File: config.mk
export PLATFORM = sky130hd
export DESIGN_NAME = alu_share_sequencer
export DESIGN_NICKNAME = d
export VERILOG_FILES = /design/src/rtl/alu_pkg.sv /design/src/rtl/alu_8bits.sv /design/src/rtl/alu_share_sequencer.sv
export SDC_FILE = /design/constraint.sdc
export NUM_CORES = 1
export LEC_CHECK = 0
export ABC_AREA = 1
export ABC_CLOCK_PERIOD_IN_PS = 6180
export CORE_MARGIN = 4
export CORE_UTILIZATION = 35
export DETAILED_ROUTE_END_ITERATION = 7
export GPL_ROUTABILITY_DRIVEN = 0
export PLACE_DENSITY = 0.57
export SLEW_MARGIN = 20
export SYNTH_ARGS = -nofsm -noshare
export SYNTH_HDL_FRONTEND = slang
export SYNTH_HIERARCHICAL = 1
export SYNTH_SLANG_ARGS = --single-unit
File: constraint.sdc
create_clock -name clk -period 6.18 [get_ports clk]
set_input_delay 0.927 -clock clk [delete_from_list [all_inputs] [get_ports clk]]
set_output_delay 0.927 -clock clk [all_outputs]
set_load 0.05 [all_outputs]
File: src/rtl/alu_pkg.sv
`default_nettype none
// ============================================================================
//  Module      : alu_pkg
//  Description : Shared constants for the 8-bit ALU and its request
//                sequencer: operand width, opcode encodings, sequencer FSM
//                state encoding and the round-robin grant helper.
//  Revision    : 1.0 - initial release
// ============================================================================
package alu_pkg;

  // Operand/result width of alu_8bits; the sequencer's W must match it.
  localparam int ALU_W = 8;

  // Opcodes, presented unchanged on the ALU S input.
  localparam logic [1:0] OP_ADD = 2'b00;
  localparam logic [1:0] OP_SUB = 2'b01;
  localparam logic [1:0] OP_AND = 2'b10;
  localparam logic [1:0] OP_OR  = 2'b11;

  // Sequencer FSM encoding.
  typedef enum logic [1:0] {
    ST_IDLE = 2'b00,
    ST_EXEC = 2'b01,
    ST_RESP = 2'b10
  } state_t;

  // Two-way round-robin pick: a lone requester wins outright; on a tie the
  // requester that was not served last wins. With no request the result is
  // a don't-care (0), because ready is also qualified by valid.
  function automatic logic pick_grant(input logic [1:0] valid,
                                      input logic       last_served);
    logic g;
    if (valid == 2'b11) begin
      g = ~last_served;
    end else begin
      g = valid[1];
    end
    return g;
  endfunction

endpackage : alu_pkg
`default_nettype wire

File: src/rtl/alu_8bits.sv
`default_nettype none
// ============================================================================
//  Module      : alu_8bits
//  Description : Shared 8-bit combinational ALU. ADD/SUB/AND/OR selected by
//                S; carry and borrow are discarded so arithmetic wraps.
//  Revision    : 1.0 - initial release
// ============================================================================
module alu_8bits
  import alu_pkg::*;
(
  input  logic [ALU_W-1:0] a,
  input  logic [ALU_W-1:0] b,
  input  logic [1:0]       S,
  output logic [ALU_W-1:0] Result
);

  // Pure combinational opcode decode; results truncate to ALU_W bits.
  always_comb begin
    Result = '0;
    case (S)
      OP_ADD:  Result = a + b;
      OP_SUB:  Result = a - b;
      OP_AND:  Result = a & b;
      OP_OR:   Result = a | b;
      default: Result = '0;
    endcase
  end

endmodule : alu_8bits
`default_nettype wire

File: src/rtl/alu_share_sequencer.sv
`default_nettype none
// ============================================================================
//  Module      : alu_share_sequencer
//  Description : Two-requester round-robin front end for alu_8bits. Accepts
//                one request in IDLE, registers its operands into the ALU
//                for one EXEC cycle, then holds the tagged result in RESP
//                until the consumer takes it.
//  Revision    : 1.0 - initial release
// ============================================================================
module alu_share_sequencer
  import alu_pkg::*;
#(
  parameter int W     = ALU_W,
  parameter int CNT_W = 16
)
(
  input  logic             clk,
  input  logic             rst,
  input  logic [1:0]       req_valid,
  output logic [1:0]       req_ready,
  input  logic [W-1:0]     req_a0,
  input  logic [W-1:0]     req_b0,
  input  logic [1:0]       req_op0,
  input  logic [W-1:0]     req_a1,
  input  logic [W-1:0]     req_b1,
  input  logic [1:0]       req_op1,
  output logic             rsp_valid,
  input  logic             rsp_ready,
  output logic [W-1:0]     rsp_data,
  output logic             rsp_id,
  output logic             busy,
  output logic [CNT_W-1:0] op_count
);

  localparam logic [CNT_W-1:0] C_CNT_ONE = {{(CNT_W-1){1'b0}}, 1'b1};

  // FSM and arbiter state
  state_t           r_state;
  logic             r_last_served;

  // Operand registers: the only source feeding the ALU
  logic [W-1:0]     r_op_a;
  logic [W-1:0]     r_op_b;
  logic [1:0]       r_op_s;
  logic             r_op_id;

  // Registered response side
  logic [W-1:0]     r_rsp_data;
  logic             r_rsp_id;
  logic             r_rsp_valid;
  logic             r_busy;
  logic [CNT_W-1:0] r_op_count;

  // Arbiter and datapath wires
  logic             w_grant;
  logic [1:0]       w_req_ready;
  logic             w_accept;
  logic [W-1:0]     w_sel_a;
  logic [W-1:0]     w_sel_b;
  logic [1:0]       w_sel_op;
  logic [W-1:0]     w_alu_result;

  // Grant and operand select; ready only depends on state and req_valid,
  // so there is never a combinational path from rsp_ready to req_ready.
  always_comb begin
    w_grant     = pick_grant(req_valid, r_last_served);
    w_req_ready = 2'b00;
    if (r_state == ST_IDLE) begin
      w_req_ready = req_valid & (w_grant ? 2'b10 : 2'b01);
    end
    w_accept = |w_req_ready;
    w_sel_a  = w_grant ? req_a1  : req_a0;
    w_sel_b  = w_grant ? req_b1  : req_b0;
    w_sel_op = w_grant ? req_op1 : req_op0;
  end

  alu_8bits u_alu (
    .a      (r_op_a),
    .b      (r_op_b),
    .S      (r_op_s),
    .Result (w_alu_result)
  );

  // Sequencer FSM: IDLE accepts, EXEC captures the ALU result, RESP holds
  // it until the handshake. Reset drops any in-flight operation uncounted.
  always_ff @(posedge clk or posedge rst) begin
    if (rst) begin
      r_state       <= ST_IDLE;
      r_last_served <= 1'b1;
      r_op_a        <= '0;
      r_op_b        <= '0;
      r_op_s        <= OP_ADD;
      r_op_id       <= 1'b0;
      r_rsp_data    <= '0;
      r_rsp_id      <= 1'b0;
      r_rsp_valid   <= 1'b0;
      r_busy        <= 1'b0;
      r_op_count    <= '0;
    end else begin
      unique case (r_state)
        ST_IDLE: begin
          if (w_accept) begin
            r_op_a        <= w_sel_a;
            r_op_b        <= w_sel_b;
            r_op_s        <= w_sel_op;
            r_op_id       <= w_grant;
            r_last_served <= w_grant;
            r_busy        <= 1'b1;
            r_state       <= ST_EXEC;
          end
        end
        ST_EXEC: begin
          r_rsp_data  <= w_alu_result;
          r_rsp_id    <= r_op_id;
          r_rsp_valid <= 1'b1;
          r_state     <= ST_RESP;
        end
        ST_RESP: begin
          if (rsp_ready) begin
            r_rsp_valid <= 1'b0;
            r_busy      <= 1'b0;
            r_op_count  <= r_op_count + C_CNT_ONE;
            r_state     <= ST_IDLE;
          end
        end
        default: begin
          r_rsp_valid <= 1'b0;
          r_busy      <= 1'b0;
          r_state     <= ST_IDLE;
        end
      endcase
    end
  end

  assign req_ready = w_req_ready;
  assign rsp_valid = r_rsp_valid;
  assign rsp_data  = r_rsp_data;
  assign rsp_id    = r_rsp_id;
  assign busy      = r_busy;
  assign op_count  = r_op_count;

endmodule : alu_share_sequencer
`default_nettype wire

==> results.tsv <==
stage	metric	value	unit
synthesis	yosys.area.top_type	dfrtp_1	
worst_setup_path	endpoint_kind	output port	
worst_setup_path	r2r_end	rsp_data[7]	
synthesis	synth_warnings	6	
timing	finalCriticalPeriod	4.35	ns
clock_network	cts_buffers	5	
worst_setup_path	cp_num_buf_inv	3	
pwr	power_density	538	mW/mm^2
clock_network	clkTransAtPathRegs	0.09	ns
grt	grt_max_degree	50	
synthesis	yosysUniqueCellTypes	34	
worst_setup_path	rr_worst_depth	17	
min_path	holdPathStages	2	
route	viasPerCell	4.58	
pwr	clkPwrFrac	11.0	%
die	coreArea	0.00868	mm^2
worst_setup_path	crit_slowest_cell	clkdlybuf4s50_1	
clock_network	clockRootBuffer	clkbuf_8	
timing	hold_viol	0	
synthesis	yosysSeqAreaShare	39.5	%
placed_design	place_inst	588	
pwr	seq_power_share	27.2	%
route	first_iter_violations	100	
worst_setup_path	path_cells	clkdlybuf4s50_1, nand2_1, nand2_1, inv_1, nor2_1, clkdlybuf4s50_1	
pwr	comb_power_share	61.8	%
clock_network	cts_max_level	2	
timing	period_share	70.4	%
timing	fmax	0.230	GHz
die	die_x	102	um
die	initial_core_util	35.8	%
timing	setup_viol	0	
clock_network	cts_tree	built	
worst_setup_path	start_kind	primary input	
synthesis	yosys.area.top_type_share	38.7	%
die	dieArea	0.0104	mm^2
synthesis	synth_edf_count	0	
worst_setup_path	critPathTopFamily	buffers and inverters	
worst_setup_path	worstPathRequired	5.25	ns
synthesis	async_flop_share	100	%
worst_setup_path	reg2reg_from	r_op_b[0]	
die	io_pins	70	
worst_setup_path	worstSetupPathType	in2out	
pwr	leakage	2.03	nW
final_layout	n_antenna_cell	0	
route	antenna_left	0	
synthesis	synth_top_family_by_area	simple AND/OR/NAND/NOR gates	
clock_network	cts_setup_buffers	0	
grt	grt_pass1_vias	2470	
synthesis	synth_compound_area_share	5.64	%
synthesis	synth_most_common_cell	nand2_1	
route	wire_per_inst	12.4	um
synthesis	synthCells	419	
synthesis	synthSimpleGateAreaFrac	35.4	%
clock_network	clk_path_buf_depth	2	
min_path	hold_path_end	r_last_served	
clock_network	cts_num_sinks	49	
grt	grt_pass1_wl	12.3	mm
synthesis	synth_xor_area_share	3.10	%
worst_setup_path	max_stage_delay	0.83	ns
timing	drv_slew	0	
final_layout	stdcell_count	596	
grt	overflow	0	
synthesis	yosys_most_used_dff	dfrtp_1	
worst_setup_path	cp.arrival	3.42	ns
route	firstDrtPassIters	4	
timing	totalNegativeSetupSlack	0	ns
grt	antenna_found_initial	0	
final_layout	nets	540	
clock_network	clock_latency	0.31	ns
pwr	p_int	0.00108	W
clock_network	cts_resized	0	
route	drc	0	
synthesis	synth_fa_ha_area_share	5.08	%
die	placementRows	34	
route	via_count	2730	
synthesis	synth.area.top_cells	dfrtp_1 (39%), nand2_1 (21%), inv_1 (5.6%), ha_1 (4.4%), nand3_1 (4.0%)	
timing	fin_worst_skew	0.00348	ns
pwr	power_switching	0.00106	W
min_path	hold_start	r_last_served	
synthesis	synthMuxAreaShare	3.26	%
route	finalWirelength	7.37	mm
die	dieHeight	102	um
final_layout	syn_to_final_growth	28.2	%
synthesis	syn_nets	472	
pwr	swShare	49.4	%
run_status	status	finished clean	
clock_network	cts_hold_buf	0	
synthesis	synth_area	0.00310	mm^2
timing	relSlewSlack	42.5	%
worst_setup_path	regToRegSetupSlack	3.57	ns
synthesis	ys_ff_latch	49	
worst_setup_path	path_max_fanout	20	
pwr	ir_drop	0.182	mV
run	maxCapViolCount	0	
min_path	hold_class	reg2reg	
timing	worst_pin_slew	0.863	ns
placed_design	dp_hpwl	5.65	mm
synthesis	avgSynthCellArea	7.41	um^2
placed_design	io_buffers	69	
final_layout	multi_input_area	0.00163	mm^2
timing	rsz0062_at_grt	no	
synthesis	synth_commonest_cells	nand2_1 (176), dfrtp_1 (48), inv_1 (46)	
final_layout	layout-drive-gt1-share	9.02	%
final_layout	regArea	0.00123	mm^2
final_layout	fill_cells	906	
grt	grt_use_total	14.7	%
==> kinds of logic after synthesis <==
| logic type | count (synthesis) |
|---|---|
| buffers and inverters | 57 |
| adders and majority gates | 12 |
| DFF | 49 |
| xor gates and xnor gates | 11 |
| AOI/OAI and AO/OA | 29 |
| muxes | 9 |
| and+or+nand+nor | 252 |
==> placed cells by master (no fill, tap or decap), drive strengths merged <==
| master | count |
|---|---|
| nand2 | 184 |
| clkdlybuf4s50 | 69 |
| inv | 49 |
| dfrtp | 48 |
| nor2 | 30 |
| nand3 | 28 |
| o21ai | 12 |
| ha | 11 |
| a21oi | 10 |
| mux2 | 9 |
| nand4 | 6 |
| xor2 | 6 |
| xnor2 | 5 |
| clkbuf | 5 |
| o211ai | 3 |
| clkinv | 2 |
| nor3 | 2 |
| a31oi | 2 |
| nand3b | 1 |
| bufinv | 1 |
| dfstp | 1 |
| o21bai | 1 |
| or2 | 1 |
| a22oi | 1 |
| fa | 1 |
==> metal layers <==
metal	share of wire, %	vias to the layer above	routed length [um]	track usage [%]
met5	0	-	0	0
met3	4.8	7	353	2.18
met4	1.1	0	82	3.63
met2	45	65	3320	23.1
li1	-	1442	-	-
met1	49	1216	3620	21.4
==> metrics by stage <==
step	hold WS (ns)	utilization [%]	worst slack [ns]	power [W]	instance area, um^2
2_1_floorplan	0.447	-	3.36	0.00160	3100
3_3_place_gp	0.459	44.6	1.85	0.00189	3870
3_5_place_dp	0.468	44.6	1.80	0.00192	3870
4_1_cts	0.481	45.8	1.78	0.00217	3980
5_1_grt	0.502	45.9	1.58	0.00237	3980
6_report	0.485	45.9	1.83	0.00214	3980
==> state kept, by name, indices dropped and copies added, names as in the netlist <==
| signal | cells |
|---|---|
| r_last_served | 1 |
| rsp_data | 8 |
| rsp_valid | 1 |
| r_op_id | 1 |
| rsp_id | 1 |
| r_op_b | 8 |
| r_op_s | 2 |
| r_state | 2 |
| busy | 1 |
| op_count | 16 |
| r_op_a | 8 |
==> cell type report <==
class,instances,share of cell area [%]
multi-input cells,313,40.9
flip-flops and latches,49,30.8
repair buffers,69,17.4
inverters,49,4.65
well taps,108,3.40
clock buffers,5,1.73
clock inverters,3,1.10
==> worst max path at each step <==
stage,from,endpoint,slack [ns],cells after the start
2_1_floorplan,req_valid[0],req_ready[0],3.36,5
3_3_place_gp,req_valid[0],req_ready[0],1.85,6
3_5_place_dp,req_valid[0],req_ready[0],1.80,6
4_1_cts,req_valid[0],req_ready[0],1.78,6
5_1_grt,req_valid[0],req_ready[1],1.58,7
6_report,req_valid[0],req_ready[0],1.83,6
==> power groups by stage <==
stage	clock, W	sequential, W	combinational [W]
floorplan	0	0.000731	0.000873
global placement	0	0.000587	0.00131
detailed placement	0	0.000589	0.00133
CTS	0.000246	0.000583	0.00134
global route	0.000259	0.000602	0.00151
finish	0.000236	0.000582	0.00132
==> worst reg2reg max path, cell delays in order (launching register included) <==
cell and delay, ns:
dfrtp_1 0.46, inv_1 0.12, ha_1 0.21, inv_1 0.08
nor3_2 0.05, a21oi_1 0.16, xor2_1 0.15, inv_1 0.05
ha_1 0.33, nand2_1 0.09, nand2_1 0.08, nand2_1 0.06
nand2_1 0.06, a21oi_2 0.12, nand3_1 0.08, nand3_1 0.09
nand2_1 0.05, mux2_2 0.25
No activity file was read; power rests on OpenSTA's default activity.
